File: src/rtl/muldiv_unit.sv
// Iterative unsigned multiply/divide unit: one shift-add or shift-subtract step per cycle,
// with the result tagged by a destination register for write-back.
module muldiv_unit #(
   parameter int WIDTH = 16
) (
   input  logic             Clk,
   input  logic             Rst,
   input  logic             Start,
   input  logic [1:0]       Op,
   input  logic [WIDTH-1:0] OpA,
   input  logic [WIDTH-1:0] OpB,
   input  logic [3:0]       DestReg,
   output logic             Busy,
   output logic             Done,
   output logic [WIDTH-1:0] Result,
   output logic [3:0]       ResultReg,
   output logic             DivByZero
);

   typedef enum logic [1:0] {IDLE, RUN, DONE} state_t;

   state_t             state;
   logic [4:0]         cnt;
   logic [1:0]         op_q;
   logic [WIDTH-1:0]   b_q;
   logic [3:0]         dest_q;
   // Shared accumulator: {product high, product low} or {remainder, quotient}.
   logic [2*WIDTH-1:0] acc;

   logic [WIDTH:0]     mul_sum;
   logic [WIDTH:0]     div_shift;
   logic [WIDTH:0]     div_diff;
   logic               div_ge;
   logic [2*WIDTH-1:0] step_acc;

   always_comb begin
      mul_sum   = {1'b0, acc[2*WIDTH-1:WIDTH]} + {1'b0, (acc[0] ? b_q : {WIDTH{1'b0}})};
      div_shift = acc[2*WIDTH-1:WIDTH-1];
      div_diff  = div_shift - {1'b0, b_q};
      div_ge    = (div_shift >= {1'b0, b_q});
      // A zero divisor always subtracts, leaving all-ones quotient and the dividend as remainder.
      if (op_q[1])
         step_acc = {(div_ge ? div_diff[WIDTH-1:0] : div_shift[WIDTH-1:0]), acc[WIDTH-2:0], div_ge};
      else
         step_acc = {mul_sum, acc[WIDTH-1:1]};
   end

   // NOTE: all state here uses non-blocking assignments so every register samples pre-edge values.
   always_ff @(posedge Clk) begin
      if (Rst) begin
         state     <= IDLE;
         cnt       <= '0;
         op_q      <= '0;
         b_q       <= '0;
         dest_q    <= '0;
         acc       <= '0;
         Busy      <= 1'b0;
         Done      <= 1'b0;
         Result    <= '0;
         ResultReg <= '0;
         DivByZero <= 1'b0;
      end else begin
         case (state)
            IDLE, DONE: begin
               Done <= 1'b0;
               if (Start) begin
                  op_q   <= Op;
                  b_q    <= OpB;
                  dest_q <= DestReg;
                  acc    <= {{WIDTH{1'b0}}, OpA};
                  cnt    <= 5'(WIDTH);
                  state  <= RUN;
                  Busy   <= 1'b1;
               end else begin
                  state <= IDLE;
                  Busy  <= 1'b0;
               end
            end
            RUN: begin
               if (cnt != 5'd0) begin
                  acc <= step_acc;
                  cnt <= cnt - 5'd1;
               end else begin
                  state     <= DONE;
                  Busy      <= 1'b0;
                  Done      <= 1'b1;
                  Result    <= op_q[0] ? acc[2*WIDTH-1:WIDTH] : acc[WIDTH-1:0];
                  ResultReg <= dest_q;
                  DivByZero <= op_q[1] && (b_q == '0);
               end
            end
            default: begin
               state <= IDLE;
               Busy  <= 1'b0;
               Done  <= 1'b0;
            end
         endcase
      end
   end

endmodule

File: config.mk
export PLATFORM = sky130hd
export DESIGN_NAME = muldiv_unit
export DESIGN_NICKNAME = d
export VERILOG_FILES = /design/src/rtl/muldiv_unit.sv
export SDC_FILE = /design/constraint.sdc
export NUM_CORES = 1
export LEC_CHECK = 0
export BUFFER_PORTS_ARGS = -buffer_cell sky130_fd_sc_hd__clkbuf_2
export CORE_MARGIN = 8
export CORE_UTILIZATION = 53
export DETAILED_ROUTE_END_ITERATION = 10
export PLACE_DENSITY = 0.76
export SLEW_MARGIN = 30
export SYNTH_ARGS = -nofsm -noshare
export SYNTH_HDL_FRONTEND = slang
export SYNTH_SLANG_ARGS = --single-unit
export TNS_END_PERCENT = 30
File: constraint.sdc
create_clock -name Clk -period 2.95 [get_ports Clk]
set_input_delay 0.295 -clock Clk [delete_from_list [all_inputs] [get_ports Clk]]
set_output_delay 0.295 -clock Clk [all_outputs]
set_load 0.02 [all_outputs]
==> results_dict.tcl <==
set metrics [dict create \
    outcome "finished clean" \
    powerDensity_nw_per_um2 460 \
    grt_pass1_wl_mm 27.0 \
    syn_nets 776 \
    drt_iter0_drc 376 \
    intPower_mw 1.86 \
    drc 0 \
    synth.cell_area_sq_um 5440 \
    initial_utilization_pct 53.7 \
    pre_cts_ws_ns 0.205 \
    placed_area_sq_um 6040 \
    dr_total_vias 5362 \
    cts.sinks 83 \
    switchingPower_uw 997 \
    final-hold-violation-count 0 \
    synth.top_cells.by_count "nand2_1 (84), dfxtp_1 (83), a21oi_1 (82), nor2_1 (78), mux2i_1 (40)" \
    skew_ns 0.0141 \
    synthFlopType "dfxtp_1" \
    critPathArrivalTime_ns 2.96 \
    yosysWarnings 0 \
    die-width_um 117 \
    combPwrFrac_pct 29.1 \
    final_util_pct 61.4 \
    tns_ns 0 \
    synth_seq_cells 83 \
    grt_pass1_vias 5413 \
    synth_edf_count 0 \
    fin_crit_sh_pct 92.8 \
    slew_headroom_pct 54.6 \
    num_rows 37 \
    antenna_left 0 \
    fp.dieH_um 117 \
    grt_max_degree 44 \
    dpl.hpwl_mm 12.3 \
    portBuffers 63 \
    yosysUniqueCellTypes 60 \
    synth_top_area_cell "dfxtp_1" \
    n_antenna_cell 0 \
    dpl.cell_count 892 \
    yosysMostFrequentCell "nand2_1" \
    rsz0062_at_grt "false" \
    finalMaxSlewViolations 0 \
    cp.required_ns 3.18 \
    layout-drive-gt1-share_pct 16.5 \
    cts_tree "yes" \
    core-area_sq_um 10100 \
    seqPwrFrac_pct 44.6 \
    syn_avg_cell_area_sq_um 7.78 \
    max-clock-path-buffers 2 \
    postSynth.asyncResetShare_pct 0 \
    final_cells 907 \
    critical_path.max_fanout 6 \
    fin_ws_ns 0.213 \
    cts_buffers 9 \
    p_total_mw 2.86 \
    antenna_found_initial 0 \
    routedWlPerCell_um 17.8 \
    cts_root_buf "clkbuf_8" \
    nFillCells 902 \
    cts_hold_buf 0 \
    clk-insertion-delay-late_ns 0.36 \
    final_area_sq_um 6220 \
    ys_seq_area_share_pct 30.5 \
    synth_top_area_share_pct 30.5 \
    fmax_mhz 365 \
    final.min_clock_period_ns 2.74 \
    start_kind "flip-flop" \
    netlist_instances 699 \
    hold_slack_ns 0.144 \
    cts.htree.levels 3 \
    worstSetupPathType "flip-flop to flip-flop" \
    synth_area_leaders "dfxtp_1 (31%), ha_1 (7.8%), a21oi_1 (7.5%), mux2i_1 (7.4%), nand2_1 (5.8%)" \
    ir_worst_vdd_uv 334 \
    area_growth_pct 14.4 \
    setup_viol 0 \
    drt-total-wl_mm 16.1 \
    drv_cap 0 \
    final_nets 844 \
    dieArea_sq_um 13800 \
    io_pins 64 \
    viasPerCell 5.91 \
    path_clk_slew_ns 0.08 \
    gp_congestion 0.991 \
    switching_share_pct 34.9 \
    track_usage_pct 23.5 \
    hp-class "input port to flip-flop" \
    p_clk_share_pct 26.2 \
    first_pass_iters 7 \
    end_kind "flip-flop" \
    power_leakage_nw 2.55 \
    overflow 0 \
    worstMarginPinSlew_ns 0.676 \
]
==> per-layer routing <==
metal / track usage [%] / share of wire [%] / up-vias
met2: 38.1 / 46 / 178
met1: 29.6 / 44 / 2502
li1: - / - / 2635
met4: 10.7 / 3.4 / 0
met3: 4.56 / 6.4 / 47
met5: 0 / 0 / -
==> logic make-up (layout without fill, tap and decap cells) <==
kind of cell | count (synthesis) | after routing | synth area share, %
AO/OA/AOI/OAI | 203 | 203 | 24.0
buffers and inverters | 69 | 141 | 4.99
AND/OR/NAND/NOR | 245 | 245 | 20.8
multiplexers | 41 | 41 | 7.57
flip-flops | 83 | 83 | 30.5
adder cells (fa/ha/maj) | 36 | 36 | 8.56
XOR/XNOR | 22 | 22 | 3.54
==> cells in the final DEF (no fill, tap or decap), drive strengths merged, types with 9 or more instances in the layout <==
master | Yosys | routed
nand2 | 84 | 84
o21ai | 25 | 25
mux2i | 40 | 40
clkbuf | 24 | 75
ha | 34 | 34
a21oi | 83 | 83
dfxtp | 83 | 83
xnor2 | 9 | 9
a211oi | 37 | 37
nor3 | 13 | 13
inv | 27 | 27
nor2 | 79 | 79
xor2 | 13 | 13
and2 | 17 | 17
nand3 | 10 | 10
buf | 18 | 36
nand2b | 10 | 10
==> path summary, 6_finish.rpt <==
kind / startpoint / endpoint / slack, ns / cells after the start
worst min-delay path: OpB[14] / b_q[14] / 0.14 / 3
worst max register to register: b_q[1] / acc[31] / 0.21 / 8
worst min register to register: dest_q[1] / ResultReg[1] / 0.46 / 2
worst max-delay path: b_q[1] / acc[31] / 0.21 / 8
==> sequential cells by signal, summed over array words and instances (netlist names) <==
signal and count:
acc 32, state 2, ResultReg 4, dest_q 4, b_q 16, DivByZero 1
op_q 2, Done 1, Result 16, cnt 5
==> cell type report <==
type | instances | area, sq um | area share [%]
clock inverter | 3 | 25.0 | 0.402
sequential | 83 | 1660 | 26.7
inverter | 27 | 101 | 1.63
clock buffer | 12 | 145 | 2.33
multi-input combinational | 547 | 3520 | 56.6
timing repair buffer | 99 | 598 | 9.61
tap | 136 | 170 | 2.74
==> power by group through the flow <==
| stage | sequential (mW) | clock [mW] | combinational, mW |
|---|---|---|---|
| floorplan | 1.31 | 0 | 0.554 |
| global placement | 1.30 | 0 | 0.804 |
| detailed placement | 1.30 | 0 | 0.816 |
| CTS | 1.28 | 0.760 | 0.821 |
| global route | 1.29 | 0.802 | 0.925 |
| finish | 1.28 | 0.750 | 0.833 |
==> worst max-delay path, stage by stage (launching register included) <==
cell	delay (ns)
dfxtp_1	0.43
inv_1	0.11
ha_1	0.32
nor2b_1	0.16
o31a_1	0.33
o41ai_1	0.28
nand3b_1	0.21
o311ai_1	0.62
a21oi_1	0.13
==> what timing repair did <==
item | in CTS | in global routing
setup endpoints to repair | 0 | 3
setup buffers | 0 | 0
gates resized for setup | 0 | 3
Power figures use the tool's default switching activity.
